**config.mk**
```make
export PLATFORM = sky130hd
export DESIGN_NAME = store_unit
export DESIGN_NICKNAME = d
export VERILOG_FILES = /design/src/rtl/store_unit.sv
export SDC_FILE = /design/constraint.sdc
export NUM_CORES = 1
export LEC_CHECK = 0
export CAP_MARGIN = 10
export CORE_MARGIN = 4
export CORE_UTILIZATION = 42
export DETAILED_ROUTE_END_ITERATION = 8
export PLACE_DENSITY = 0.79
export SYNTH_ARGS = -nofsm -noshare
export SYNTH_HDL_FRONTEND = slang
export SYNTH_SLANG_ARGS = --single-unit
```
**constraint.sdc**
```tcl
create_clock -name clk -period 2.65 [get_ports clk]
set_clock_uncertainty 0.15 [all_clocks]
set_input_delay 0.6625 -clock clk [delete_from_list [all_inputs] [get_ports clk]]
set_output_delay 0.6625 -clock clk [all_outputs]
set_load 0.02 [all_outputs]
```
**src/rtl/store_unit.sv**
```systemverilog
// store_unit: turns a STORE instruction (opcode, funct3, effective address,
// rs2 data) into a single word-aligned data-memory write request. The unit
// drives byte-lane enables and lane-replicated write data, and holds the
// request until mem_ack arrives or TIMEOUT_CYCLES elapse. It then pulses
// done (with err on failure) for one cycle.
//
// Optional build macro: STORE_MISALIGN_TRAP_EN
//   defined   -> SH with addr[0]=1 or SW with addr[1:0]!=0 completes with err=1
//                and never raises mem_req.
//   undefined -> low address bits that do not select a lane are ignored.
module store_unit #(
    parameter int         ADDR_W         = 32,
    parameter int         TIMEOUT_CYCLES = 16,
    parameter logic [6:0] STORE_OPCODE   = 7'b0100011
) (
    input  logic              clk,
    input  logic              rst_n,
    input  logic              start,
    input  logic [6:0]        op_code,
    input  logic [2:0]        funct3,
    input  logic [ADDR_W-1:0] addr,
    input  logic [31:0]       rs2_data,
    output logic              mem_req,
    output logic [ADDR_W-1:0] mem_addr,
    output logic [31:0]       mem_wdata,
    output logic [3:0]        mem_be,
    input  logic              mem_ack,
    output logic              busy,
    output logic              done,
    output logic              err
);

    localparam int CNT_W = $clog2(TIMEOUT_CYCLES + 1);
    localparam logic [CNT_W-1:0] CNT_LAST = CNT_W'(TIMEOUT_CYCLES);

    typedef enum logic [1:0] {
        IDLE = 2'b00,
        REQ  = 2'b01,
        FIN  = 2'b10
    } state_t;

    state_t              state_q;
    logic                mem_req_q;
    logic [ADDR_W-1:0]   mem_addr_q;
    logic [31:0]         mem_wdata_q;
    logic [3:0]          mem_be_q;
    logic                busy_q;
    logic                done_q;
    logic                err_q;
    logic [CNT_W-1:0]    cnt_q;
    logic [CNT_W-1:0]    cnt_d;

    logic                op_ok_s;
    logic                f3_ok_s;
    logic                misalign_s;
    logic                accept_s;

    // Byte-lane enables for a given store width and address offset.
    function automatic logic [3:0] lane_be(input logic [2:0] f3, input logic [1:0] lo);
        logic [3:0] be;
        case (f3)
            3'b000:  be = 4'b0001 << lo;
            3'b001:  be = lo[1] ? 4'b1100 : 4'b0011;
            3'b010:  be = 4'b1111;
            default: be = 4'b0000;
        endcase
        return be;
    endfunction

    // Replicate the store data across lanes so every enabled lane sees it.
    function automatic logic [31:0] lane_wdata(input logic [2:0] f3, input logic [31:0] d);
        logic [31:0] w;
        case (f3)
            3'b000:  w = {4{d[7:0]}};
            3'b001:  w = {2{d[15:0]}};
            3'b010:  w = d;
            default: w = 32'h0000_0000;
        endcase
        return w;
    endfunction

    // Decode whether the presented instruction is an acceptable store.
    always_comb begin
        op_ok_s    = (op_code == STORE_OPCODE);
        f3_ok_s    = 1'b0;
        misalign_s = 1'b0;
        case (funct3)
            3'b000, 3'b001, 3'b010: f3_ok_s = 1'b1;
            default:                f3_ok_s = 1'b0;
        endcase
`ifdef STORE_MISALIGN_TRAP_EN
        case (funct3)
            3'b001:  misalign_s = addr[0];
            3'b010:  misalign_s = (addr[1:0] != 2'b00);
            default: misalign_s = 1'b0;
        endcase
`else
        misalign_s = 1'b0;
`endif
        if (op_ok_s && f3_ok_s && !misalign_s) begin
            accept_s = 1'b1;
        end else begin
            accept_s = 1'b0;
        end
    end

    // Next value of the no-ack cycle counter while a request is outstanding.
    always_comb begin
        cnt_d = cnt_q + CNT_W'(1);
    end

    // Control FSM with all outputs registered.
    always_ff @(posedge clk) begin
        if (!rst_n) begin
            state_q     <= IDLE;
            mem_req_q   <= 1'b0;
            mem_addr_q  <= '0;
            mem_wdata_q <= 32'h0000_0000;
            mem_be_q    <= 4'b0000;
            busy_q      <= 1'b0;
            done_q      <= 1'b0;
            err_q       <= 1'b0;
            cnt_q       <= '0;
        end else begin
            case (state_q)
                IDLE: begin
                    done_q <= 1'b0;
                    err_q  <= 1'b0;
                    cnt_q  <= '0;
                    if (start) begin
                        if (accept_s) begin
                            state_q     <= REQ;
                            mem_req_q   <= 1'b1;
                            busy_q      <= 1'b1;
                            mem_addr_q  <= {addr[ADDR_W-1:2], 2'b00};
                            mem_wdata_q <= lane_wdata(funct3, rs2_data);
                            mem_be_q    <= lane_be(funct3, addr[1:0]);
                        end else begin
                            // Rejected stores finish immediately, memory untouched.
                            state_q <= FIN;
                            done_q  <= 1'b1;
                            err_q   <= 1'b1;
                        end
                    end
                end
                REQ: begin
                    if (mem_ack) begin
                        state_q   <= FIN;
                        mem_req_q <= 1'b0;
                        busy_q    <= 1'b0;
                        done_q    <= 1'b1;
                        err_q     <= 1'b0;
                        cnt_q     <= '0;
                    end else if (cnt_d == CNT_LAST) begin
                        state_q   <= FIN;
                        mem_req_q <= 1'b0;
                        busy_q    <= 1'b0;
                        done_q    <= 1'b1;
                        err_q     <= 1'b1;
                        cnt_q     <= '0;
                    end else begin
                        cnt_q <= cnt_d;
                    end
                end
                FIN: begin
                    // done/err were raised on entry; drop them and ignore start.
                    state_q <= IDLE;
                    done_q  <= 1'b0;
                    err_q   <= 1'b0;
                    cnt_q   <= '0;
                end
                default: begin
                    state_q   <= IDLE;
                    mem_req_q <= 1'b0;
                    busy_q    <= 1'b0;
                    done_q    <= 1'b0;
                    err_q     <= 1'b0;
                    cnt_q     <= '0;
                end
            endcase
        end
    end

    assign mem_req   = mem_req_q;
    assign mem_addr  = mem_addr_q;
    assign mem_wdata = mem_wdata_q;
    assign mem_be    = mem_be_q;
    assign busy      = busy_q;
    assign done      = done_q;
    assign err       = err_q;

endmodule

```
==> flow_summary.toml <==
[detailed_routing]
drt_iter0_drc = 168
vias = 3399
drt_pass1_iterations = 4
route.detailed.drc = 0
wl_um = 10100
wire_per_inst_um = 15.1
routed_via_density = 5.08
ant_nets = 0

[logic_synthesis]
ys_warn_count = 0
synthArstFlopShare = 0
synth_edf_count = 0
synth_top_area_cell = "dfxtp_1"
synthTopCellsByArea = "dfxtp_1 (44%), nand2_1 (15%), a21boi_0 (8.9%)"
yosysTopAreaCellShare = 0.442
synth_ff_type = "dfxtp_1"
yosysUniqueCellTypes = 40
synth.most_common_cell = "nand2_1"
ys_top_cells_by_count = "nand2_1 (139), dfxtp_1 (76), a21boi_0 (41), a21boi_1 (25), clkbuf_1 (25)"
synth.avg_cell_area_um2 = 8.24
ys_ff_latch = 76
synth.cell_area_um2 = 3440
yosysSeqAreaShare = 0.442
syn_inst = 418

[run_status]
status = "completed"

[grt]
grt_pass1_vias = 3328
grt-ovfl-total = 0
grt_pass1_wl_um = 16300
antenna_found_initial = 0
grtUsageTotal = 0.203
grt_max_degree = 50

[min_path]
hp-start = "mem_wdata[19]$_SDFFE_PN0P_"
hold_path_class = "reg -> reg"
hold_path_depth = 2
worstHoldEndpoint = "mem_wdata[19]$_SDFFE_PN0P_"

[clock_tree]
cts_buffers = 9
h-tree-depth = 3
clk_pin_slew_ps = 80
cts_hold_buf = 0
clock_latency_ps = 330
post_cts_resized = 0
cts_tree = "built"
cts_num_sinks = 76
cts_setup_buffers = 0
root_buffer = "clkbuf_8"
cts_buffer_depth = 2

[timing]
hold_violations = 0
rsz0062_at_grt = "no"
setup_viol = 0
post-route-period-util = 0.955
drv_slew = 0
min_period_ps = 2530
setup_tns_ps = 0
tightest_slew_ps = 544
fmax_mhz = 395
slew_headroom = 0.636

[critical_path]
cp_max_fo = 26
cp-start-kind = "input port"
required_ps = 2750
end_kind = "flip-flop"
r2r_slack_ps = 600
arrival_ps = 2630
r2r_cells = 5
r2r_start = "state_q[0]$_SDFFE_PN0P_"
path_class = "in -> reg"
worstReg2RegEnd = "mem_wdata[16]$_SDFFE_PN0P_"

[power]
ir_drop_uv = 316
leakage_nw = 1.85
p_total_mw = 2.37
powerDensity_nw_per_um2 = 448

[floorplan]
core.rowCount = 32
core_um2 = 7850
start_util = 0.439
die_y_um = 98.5
die_area_um2 = 9710
chipWidth_um = 98.5
num_io_pins = 150

[layout]
layout-drive-gt1-share = 0.0688
n_antenna_cell = 0
area_delta_synth_final_pct = 53.5
fin_cells = 669
fin_util = 0.674
final_cell_area_um2 = 5290
fin_nets = 642

[placement]
postPlaceCellArea_um2 = 5070
hpwlAfterDp_um = 7440
placedCellCount = 653
gp_congestion = 0.812
portBuffers = 147

[flow_run]
cap_violations = 0
sequential cells by signal (all words and copies together), names as in the netlist:
| signal | flops |
|---|---|
| busy | 1 |
| cnt_q | 5 |
| done | 1 |
| err | 1 |
| mem_addr | 30 |
| mem_be | 4 |
| mem_wdata | 32 |
| state_q | 2 |
cell families (layout without fill, tap and decap cells):
kind of cell / Yosys count / after routing / synth area share
XOR/XNOR: 4 / 4 / 0.0102
other: 1 / 2 / 0.00109
flip-flops: 76 / 76 / 0.442
AND/OR/NAND/NOR: 176 / 176 / 0.216
adder cells (fa/ha/maj): 2 / 2 / 0.00727
AO/OA/AOI/OAI: 120 / 120 / 0.269
multiplexers: 1 / 1 / 0.00327
buffers and inverters: 38 / 186 / 0.0516
worst max-delay path by stage:
| stage | startpoint | endpoint | slack, ps | cells after the start |
|---|---|---|---|---|
| 5_1_grt | op_code[1] | mem_wdata[12]$_SDFFE_PN0P_ | 50 | 6 |
| 3_3_place_gp | op_code[1] | mem_wdata[16]$_SDFFE_PN0P_ | -160 | 6 |
| 2_1_floorplan | op_code[3] | mem_wdata[23]$_SDFFE_PN0P_ | 280 | 6 |
| 6_report | op_code[1] | mem_wdata[16]$_SDFFE_PN0P_ | 120 | 6 |
| 4_1_cts | op_code[1] | mem_wdata[16]$_SDFFE_PN0P_ | 130 | 6 |
| 3_5_place_dp | op_code[1] | mem_wdata[16]$_SDFFE_PN0P_ | -230 | 6 |
worst max-delay path: stages:
cell and delay [ps]:
clkdlybuf4s50_1 440, or3b_1 360, or4_4 560, buf_12 190
a211o_1 220, a21boi_0 180
per-layer routing:
layer | GRT usage | wire (µm)
met5 | 0 | 0
met1 | 0.258 | 4340
met2 | 0.334 | 4770
met4 | 0.0494 | 79
met3 | 0.0686 | 905
power breakdown:
group	total, mW	switching [mW]	internal (mW)
sequential	1.15	0.00276	1.14
clock	0.971	0.415	0.556
combinational	0.252	0.0988	0.153
stage by stage:
stage | setup slack (ps) | hold slack, ps
after CTS | 127 | 306
after detailed placement | -226 | 295
after floorplan | 281 | 280
final | 120 | 302
after global placement | -156 | 284
after global routing | 45.2 | 320
area by class of cell:
class	count	area, µm²
clock buffer	12	145
clock inverter	4	72.6
fill	679	2560
inverter	3	11.3
multi-input combinational	305	1750
sequential	76	1520
tap	102	128
timing repair buffer	167	1650
placed cells by master, fill, tap and decap left out, drive strengths merged, types with 3 or more instances in the layout:
cell type and count:
a21oi 3, a211o 24, clkbuf 12, a21boi 66
nor2 10, buf 21, inv 3, a21o 17
nand2b 10, o211ai 4, clkdlybuf4s50 146, dfxtp 76
nand2 139
Note: power is estimated with default switching activity, not from simulation.
==> RTL edit, RTL diff (same flow settings) <==
Change the parameter `ADDR_W` from 32 to 40.
--- a/src/rtl/store_unit.sv
+++ b/src/rtl/store_unit.sv
@@ -9,7 +9,7 @@
 //                and never raises mem_req.
 //   undefined -> low address bits that do not select a lane are ignored.
 module store_unit #(
-    parameter int         ADDR_W         = 32,
+    parameter int         ADDR_W         = 40,
     parameter int         TIMEOUT_CYCLES = 16,
     parameter logic [6:0] STORE_OPCODE   = 7'b0100011
 ) (
Ports: changed (resized addr and mem_addr); port bits go from 150 to 166. No check against the original RTL was run, so the function may have changed too.
==> RTL edit against the unedited design <==
- total power is 6.0% higher
- worst setup slack improved by 0.36 ns
- first-iteration DRC count shrank 27%
- sequential cell count is 8 higher
- largest power group unchanged
- final area is 11% higher
- register-to-register slack worse by 0.02 ns
- largest cell class unchanged
- global-route usage is 0.42 points lower
- area after synthesis is 16% higher
- clock power shrank 0.4%
- synthesized cell count rose by 9.6%
- critical path depth fell by 5
- routed wire length increased by 12%
- die area rose by 15%
==> RTL edit: results <==
metrics = {
    "status": {
        "status": "finished clean",
    },
    "route": {
        "via_count": 3688,
        "wl_per_cell_um": 15.3,
        "met1Wirelength_mm": 4.72,
        "drt-pass1-iter-count": 5,
        "wl_met2_mm": 5.49,
        "drt_iter0_markers": 123,
        "dr_wl_met3_um": 724,
    },
    "pwr": {
        "ir_drop_uv": 248,
        "p_leak_nw": 1.97,
    },
    "synth": {
        "yosys_warnings": 0,
        "seq_area_frac_synth_pct": 42.1,
        "ys.flop_type": "dfxtp_1",
        "synth.distinct_cells": 41,
        "synthTopCellsByCount": "131 x nand2_1, 84 x dfxtp_1, 34 x nand3b_1",
        "synthTopCellsByArea": "dfxtp_1 42%, nand2_1 12%, a21boi_2 8.5%",
    },
    "placement": {
        "port-buffer-count": 163,
        "gp_routability_congestion": 0.864,
        "hpwl_mm": 8.04,
    },
    "timing": {
        "slew_headroom_pct": 64.0,
        "whs_ns": 0.298,
    },
    "global_route": {
        "grt_usage_pct": 19.9,
        "grt_pass1_wl_mm": 18.2,
        "use_met3_pct": 4.29,
        "first_global_vias": 3634,
        "grt_max_degree": 58,
        "gr-usage-met1_pct": 24.6,
    },
    "worst_hold_path": {
        "worstHoldEndpoint": "mem_wdata[20]$_SDFFE_PN0P_",
        "whs_path_depth": 2,
        "hp-start": "mem_wdata[20]$_SDFFE_PN0P_",
    },
    "critical_path": {
        "slowest_stage": "clkdlybuf4s50_1",
        "cp-startpoint": "busy$_SDFFE_PN0P_",
        "reg2reg_slack_ns": 0.58,
        "cp-endpoint": "mem_req",
        "slowest_delay_ns": 0.64,
        "critPathArrivalTime_ns": 1.35,
        "crit_fanout": 3,
        "r2r-end": "done$_SDFFE_PN0P_",
        "path_delay_family": "buffers and inverters",
    },
    "final_layout": {
        "nets": 693,
        "largest_reg_flops": 38,
        "drive_above_1_share_pct": 11.0,
    },
}
-- RTL edit: cell count changes after synthesis, sizes merged, moves of 6 or more --
cell	delta
a21o	-16
a211o	-24
a21oi	+8
nand2	-8
o21ai	+17
clkbuf	-6
mux2i	+16
buf	+9
dfxtp	+8
nand3b	+33
a21boi	+8
-- RTL edit: cells by family after synthesis --
group / synth area share [%]
AO/OA/AOI/OAI: 22.9
XOR/XNOR: 0.658
adder cells (fa/ha/maj): 0.626
other: 0.0939
flip-flops: 42.1
multiplexers: 4.29
buffers and inverters: 5.83
AND/OR/NAND/NOR: 23.5
-- RTL edit: worst reg2reg max path: stages (launching register included) --
cell and delay [ns]:
dfxtp_1 0.43, ha_1 0.28, and3_1 0.25, mux2_2 0.39, o211ai_2 0.33, o2bb2ai_1 0.13
-- RTL edit: area by class of cell --
class	instances	area, sq um
clock buffer	11	151
clock inverter	5	58.8
timing repair buffer	173	1730
inverter	3	11.3
multi-input combinational	334	2080
tap	129	161
fill	785	3360
sequential	84	1680
-- RTL edit: per-stage QoR --
stage                     std cells  total power (W)  setup slack [ns]  cell area, sq um  utilization, %
final                           739          0.00251             0.484              5880            63.7
after global routing            739          0.00262             0.350              5880            63.7
after CTS                       739          0.00253             0.461              5880            63.7
after detailed placement        723          0.00157             0.172              5670            61.4
after global placement          723          0.00157             0.253              5670            61.4
after floorplan                 459          0.00141             0.738              4000               -
-- RTL edit: report_power, final --
group          internal, W  leakage, nW  switching, W
logic             0.000176         1.19      0.000102
registers          0.00126        0.677    0.00000238
clock network     0.000489        0.102      0.000477
total              0.00193         1.97      0.000582
